[src/rtl/nibble_adder_seq.sv]
// Nibble-serial add/subtract sequencer.
// One shared 4-bit adder, LS nibble first.

module full_adder_4bit (
  input  logic [3:0] a,
  input  logic [3:0] b,
  input  logic       cin,
  output logic [3:0] sum,
  output logic       cout
);

  logic [4:0] full;

  // plain 4-bit ripple add with carry
  always_comb begin
    full = {1'b0, a} + {1'b0, b} + {4'd0, cin};
    sum  = full[3:0];
    cout = full[4];
  end

endmodule

module nibble_adder_seq #(
  parameter int NIBBLES = 4
) (
  input  logic                   clk,
  input  logic                   rst,
  input  logic                   start,
  input  logic                   sub,
  input  logic [4*NIBBLES-1:0]   a,
  input  logic [4*NIBBLES-1:0]   b,
  input  logic                   cin,
  output logic                   ready,
  output logic                   busy,
  output logic                   done,
  output logic [4*NIBBLES-1:0]   sum,
  output logic                   cout,
  output logic                   overflow
);

  localparam int IW = $clog2(NIBBLES);

  typedef enum logic [1:0] {
    IDLE = 2'd0,
    RUN  = 2'd1,
    DONE = 2'd2
  } state_t;

  state_t state;
  state_t nxt;

  logic [NIBBLES-1:0][3:0] a_q;
  logic [NIBBLES-1:0][3:0] b_q;
  logic [NIBBLES-1:0][3:0] sum_q;
  logic                    carry_q;
  logic [IW-1:0]           idx;
  logic                    last;
  logic [3:0]              fa_sum;
  logic                    fa_cout;

  assign last = (idx == IW'(NIBBLES - 1));
  assign sum  = sum_q;

  full_adder_4bit u_fa (
    .a    (a_q[idx]),
    .b    (b_q[idx]),
    .cin  (carry_q),
    .sum  (fa_sum),
    .cout (fa_cout)
  );

  // state register
  always_ff @(posedge clk) begin
    if (rst) begin
      state <= IDLE;
    end else begin
      state <= nxt;
    end
  end

  // next state and status outputs
  always_comb begin
    nxt   = state;
    ready = 1'b0;
    busy  = 1'b0;
    done  = 1'b0;
    unique case (state)
      IDLE: begin
        ready = 1'b1;
        if (start) nxt = RUN;
      end
      RUN: begin
        busy = 1'b1;
        if (last) nxt = DONE;
      end
      DONE: begin
        done = 1'b1;
        nxt  = IDLE;
      end
      default: nxt = IDLE;
    endcase
  end

  // operand latch, nibble stepping, result assembly
  always_ff @(posedge clk) begin
    if (rst) begin
      a_q      <= '0;
      b_q      <= '0;
      sum_q    <= '0;
      carry_q  <= 1'b0;
      idx      <= '0;
      cout     <= 1'b0;
      overflow <= 1'b0;
    end else begin
      unique case (state)
        IDLE: begin
          if (start) begin
            a_q      <= a;
            b_q      <= sub ? ~b : b;
            carry_q  <= sub ? 1'b1 : cin;
            idx      <= '0;
            sum_q    <= '0;
            cout     <= 1'b0;
            overflow <= 1'b0;
          end
        end
        RUN: begin
          sum_q[idx] <= fa_sum;
          carry_q    <= fa_cout;
          if (last) begin
            cout     <= fa_cout;
            overflow <= (a_q[NIBBLES-1][3] == b_q[NIBBLES-1][3])
                        && (fa_sum[3] != a_q[NIBBLES-1][3]);
          end else begin
            idx <= idx + 1'b1;
          end
        end
        DONE: begin
        end
        default: begin
        end
      endcase
    end
  end

endmodule
[config.mk]
export PLATFORM = sky130hd
export DESIGN_NAME = nibble_adder_seq
export DESIGN_NICKNAME = d
export VERILOG_FILES = /design/src/rtl/nibble_adder_seq.sv
export SDC_FILE = /design/constraint.sdc
export NUM_CORES = 1
export LEC_CHECK = 0
export ABC_AREA = 1
export BUFFER_PORTS_ARGS = -buffer_cell sky130_fd_sc_hd__buf_2
export CAP_MARGIN = 20
export CORE_MARGIN = 3
export CORE_UTILIZATION = 50
export CTS_CLUSTER_DIAMETER = 100
export DETAILED_ROUTE_END_ITERATION = 8
export PLACE_DENSITY_LB_ADDON = 0.15
export SETUP_SLACK_MARGIN = 0.4
export SYNTH_ARGS = -nofsm -noshare
export SYNTH_HDL_FRONTEND = slang
export SYNTH_SLANG_ARGS = --single-unit
[constraint.sdc]
create_clock -name clk -period 2.53 [get_ports clk]
set_input_delay 0.1265 -clock clk [delete_from_list [all_inputs] [get_ports clk]]
set_output_delay 0.1265 -clock clk [all_outputs]
set_load 0.1 [all_outputs]
# [Yosys cells after proc, flatten, opt, wreduce, memory -nomap -nowiden]
# Index checks and enable logic that the tools add are counted.
[word_totals] out_inout_bits=21 register_bits=55 wordCells=67
[op_classes] magnitude_cmp=2 bitwise=1 n_addsub=3 muxes=27 eq_ne=8 n_reduce_logical=9
[ops] operator="$mux W16" count=2
[ops] operator="$pmux W16 S2" count=1
[ops] operator="$bmux W4 S2" count=2
[ops] operator="$bwmux W16" count=1
[ops] operator="$not A16 Y16" count=1
[ops] operator="$mux W4" count=3
[ops] operator="$demux W4 S2" count=1
[ops] operator="$mux W1" count=8
[ops] operator="$mux W2" count=4
[ops] operator="$pmux W2 S2" count=2
[ops] operator="$ne A2 B2 Y1 const B" count=3
[ops] operator="$pmux W1 S2" count=3
[ops] operator="$reduce_and A2 Y1" count=3
[ops] operator="$reduce_and A3 Y1" count=2
[ops] operator="$add A4 B4 Y5" count=1
[ops] operator="$add A5 B1 Y5" count=1
[ops] operator="$eq A2 B2 Y1 const B" count=2
[ops] operator="$lt A2 B3 Y1 const B" count=1
[ops] operator="$add A2 B1 Y2 const B" count=1
[ops] operator="$eq A2 B1 Y1 const B" count=1
[ops] operator="$ge A2 B1 Y1 const B" count=1
[ops] operator="$logic_and A1 B1 Y1" count=2
[ops] operator="$logic_not A2 Y1" count=1
[ops] operator="$reduce_bool A2 Y1" count=1
[ops] operator="2 further kinds" count=2

# [Depth between registers and ports, before layout]
[depth] depth_word=8 depth_mapped=12 ltp_nobuf=10

# [Hierarchy]
# A second synthesis with hierarchy kept.
[unflattened] hier_cells=377 area_unflattened_um2=2765.2
[by_module_without_submodules] module="nibble_adder_seq" cells_each=352 seq_area_each_um2=1101.1 area_per_inst_um2=2600.0 instances=1
[by_module_without_submodules] module="full_adder_4bit" cells_each=25 seq_area_each_um2=0.0 area_per_inst_um2=165.2 instances=1

# [Least setup slack after synthesis]
# No wires, ideal clock.
[synth_timing] path_type="register to register" startpoint="register idx[0]" endpoint="register carry_q" stages_incl_launch_ff=12 t_arrival_ns=2.145 required_ns=2.404 path_slack_ns=0.259 setup_time_ns=0.126 n_path_buf=2 synth_period_minus_slack_ns=2.271 path_cell_list="dfxtp_1 buf_2 inv_1 buf_2 nor2_1 o22ai_1 fa_1 fa_1 nand2_1 a21oi_1 o21ai_0 a21oi_1"
[synth_via] elab_chain_len=5
[synth_lines] element="start: declaration" line_no="56" text="logic [IW-1:0] idx;"
[synth_lines] element="start signal: assignment" line_no="135" text="idx <= idx + 1'b1;"
[synth_lines] element="$bmux W4 S2 (on tied branches)" line_no="65, 66"
[synth_lines] element="$mux W4 (on tied branches)" line_no="65, 66"
[synth_lines] element="$add A4 B4 Y5 *" line_no="16" text="full = {1'b0, a} + {1'b0, b} + {4'd0, cin};"
[synth_lines] element="$add A5 B1 Y5 *" line_no="16"
[synth_lines] element="$pmux W1 S2 *" line_no="115" text="unique case (state)"
[synth_lines] element="end signal: assignment" line_no="120" text="carry_q <= sub ? 1'b1 : cin;"
[synth_lines] element="end signal: assignment" line_no="129" text="carry_q <= fa_cout;"
[synth_lines] element="end: declaration" line_no="55" text="logic carry_q;"
# Mark *: on every way between the ends. The rest lies on a longest branch, timed or not. The select of a mux whose other input is x is not followed.
# A chain may end at the register's enable or synchronous reset.

# [Final worst setup path]
[layout_timing] startpoint="register idx[0]" endpoint="register sum_q (netlist bit sum[10])"
[layout_via] elab_chain_len=6
[layout_lines] element="$bmux W4 S2 (tied with other cells)" line_no="65" text=".a (a_q[idx]),"
[layout_lines] element="$mux W4 (not written as such) (tied with other cells)" line_no="65"
[layout_lines] element="$add A4 B4 Y5 / $mux W4 (equally long branches)" line_no="16, 128"
[layout_lines] element="$add A5 B1 Y5 / $demux W4 S2 (equally long branches)" line_no="16, 128"
[layout_lines] element="$bwmux W16 *" line_no="128" text="sum_q[idx] <= fa_sum;"
[layout_lines] element="$pmux W16 S2 *" line_no="115"
[layout_lines] element="end signal: indexed assignment" line_no="128"
[layout_lines] element="end: declaration" line_no="54" text="logic [NIBBLES-1:0][3:0] sum_q;"
# Marks and branches as above.

==> qor.yml <==
outcome:
  outcome: "finished clean"
setup_path:
  r2r-start: "idx[0]"
  reg2reg_depth: 8
  crit_path_end: "sum[10]"
  crit_start: "idx[0]"
  reg2reg_to: "sum[10]"
  r2r_setup_slack_ps: 430
  crit_arrival_ps: 2330
  cp-end-kind: "flip-flop"
  cp_max_fo: 8
  worstPathRequired_ps: 2770
  worstSetupPathType: "reg2reg"
  start_kind: "flip-flop"
synth:
  synth_top_area_cell: "dfxtp_1"
  syn-num-nets: 376
  synth_cells: 330
  synth.area.top_cells: "dfxtp_1 (43%), nor2_1 (11%), o21ai_0 (7.4%)"
  synth.avg_cell_area_um2: 7.769
  netlist.area_leader.share_pct: 42.95
  synth_cell_types: 25
  ys_seq_area_share_pct: 42.95
  netlist_area_mm2: 0.002564
  ys_warn_count: 0
  synth-seq-cells: 55
detailed_routing:
  wl_um: 5694
  dr.pass1.iters: 4
  routedWlPerCell_um: 12.65
  drtAntennaViolNets: 0
  viasPerCell: 5.127
  drt_iter0_markers: 114
  via_count: 2307
  drc_errors: 0
clock_network:
  clockBufferDepth: 2
  cts_root_buf: "clkbuf_8"
  cts.hold.buffers_added: 0
  clk_latency_ps: 310
  clkSinkCount: 55
  htreeDepth: 2
  cts_tree: "done"
  clkTransAtPathRegs_ps: 90
  cts_buffers: 5
global_routing:
  overflow: 0
  grt_pass1_wl_um: 9811
  antenna_found_initial: 0
  gr-usage-all-layers_pct: 20.01
  grt_max_degree: 50
  grt_pass1_vias: 2156
sta:
  drv_slew: 0
  finalCritPeriodShare_pct: 82.83
  relSlewSlack_pct: 67.30
  fin_crit_ps: 2096
  setup_violations: 0
  skew_ps: 7.243
  hold_violations: 0
  timing.hold.ws_ps: 62.76
  fmax_mhz: 477.2
  tightest_slew_ps: 493.9
  setup_tns_ps: 0
  rsz0062_at_grt: "true"
layout:
  drive_gt1_share_pct: 24.54
  final_nets: 430
  antenna_cells: 0
  area_growth_pct: 18.20
die:
  coreArea_mm2: 0.004848
  floorplan.rows: 25
  io_pins: 58
  die-width_um: 77.61
  fp.dieArea_mm2: 0.006023
  initial_core_util_pct: 52.88
  die_y_um: 77.61
place:
  globalplace.congestion: 0.9063
  port_buffers: 57
  dp_hpwl_um: 4074
power_and_ir_drop:
  p_leak_nw: 1.319
  ir_drop_uv: 355.8
  p_total_w: 0.002004
  powerDensity_mw_per_mm2: 661.3
hold_path:
  hp-class: "in2reg"
  whs_path_depth: 3
run:
  maxCapViolations: 0
-- layer usage --
layer / wire length (um) / share of wire, % / GRT usage, % / vias up
met5: 0 / 0 / 0 / -
met4: 85 / 1.5 / 6.584 / 0
met3: 332 / 5.8 / 4.292 / 9
met2: 2603 / 46 / 31.76 / 70
met1: 2673 / 47 / 26.98 / 1035
li1: - / - / - / 1193
-- how the worst min path moves through the flow --
stage | from | endpoint | slack, ps
after floorplan | rst | sum[12] | 280
after global placement | a[6] | a_q[6] | 380
after detailed placement | a[13] | a_q[13] | 380
after CTS | a[13] | a_q[13] | 60
after global routing | a[0] | a_q[0] | 80
final | a[13] | a_q[13] | 60
-- state kept, by name, summed over array words and instances (netlist names) --
signal,cells
cout,1
carry_q,1
state,2
a_q,16
sum,16
idx,2
b_q,16
overflow,1
-- cell families after synthesis --
| group | Yosys count | synth area share (%) |
|---|---|---|
| adders and majority gates | 9 | 4.978 |
| xor gates and xnor gates | 17 | 5.808 |
| and+or+nand+nor | 135 | 21.72 |
| buffers and inverters | 33 | 6.491 |
| AOI/OAI and AO/OA | 81 | 18.06 |
| DFF | 55 | 42.95 |
-- cell usage after synthesis --
cell / count
clkbuf_1: 7
buf_2: 5
or2_2: 2
nand2_4: 1
inv_1: 13
inv_2: 1
buf_6: 3
fa_1: 2
inv_4: 1
nor2_4: 2
a21oi_1: 17
o22ai_1: 8
nand2_1: 43
nor2_2: 1
buf_4: 3
xnor2_1: 16
nor2_1: 72
a211oi_1: 16
nand3_1: 12
o21ai_2: 2
o21ai_0: 38
nand2_2: 2
dfxtp_1: 55
ha_1: 7
xor2_1: 1
-- what timing repair did --
action / CTS / global route
resized for setup: 6 / 12
setup buffers: 3 / 1
setup endpoints to repair: 9 / 13
-- cell type report --
class,instances,area (um^2)
Clock buffer,6,72.57
Fill cell,467,1818
Inverter,15,62.56
Multi-Input combinational cell,242,1360
Sequential cell,55,1102
Tap cell,67,83.83
Timing Repair Buffer,65,349.1
-- through the flow --
| stage | util (%) | setup WS (ps) | cell area, um^2 | instances |
|---|---|---|---|---|
| floorplan | - | 413.7 | 2579 | 330 |
| global placement | 59.15 | 303.5 | 2868 | 440 |
| detailed placement | 59.15 | 308.0 | 2868 | 440 |
| CTS | 61.50 | 419.8 | 2982 | 449 |
| global route | 62.50 | 302.6 | 3030 | 450 |
| finish | 62.50 | 434.3 | 3030 | 450 |
-- power by group --
part	leakage (nW)	internal [W]	switching, W
sequential	0.452	0.000928	0.0000392
combinational	0.829	0.000203	0.000384
clock	0.0371	0.000185	0.000264
total	1.32	0.00132	0.000688
-- worst max-delay path, cell delays in order, from the launching register on --
cell and delay [ps]:
dfxtp_2 370, clkinvlp_4 180, o21ai_2 160, o22ai_1 120, fa_2 370, fa_2 400
xor2_4 200, nand2_1 80, a21oi_1 140
-- cells in the final DEF, fill, tap and decap left out, drive strengths merged --
| cell | instances |
|---|---|
| a211oi | 16 |
| a21oi | 17 |
| buf | 65 |
| clkbuf | 6 |
| clkinvlp | 1 |
| dfxtp | 55 |
| fa | 2 |
| ha | 7 |
| inv | 14 |
| nand2 | 46 |
| nand3 | 12 |
| nor2 | 75 |
| o21ai | 40 |
| o22ai | 8 |
| or2 | 2 |
| xnor2 | 16 |
| xor2 | 1 |
No activity file was read; power rests on OpenSTA's default activity.
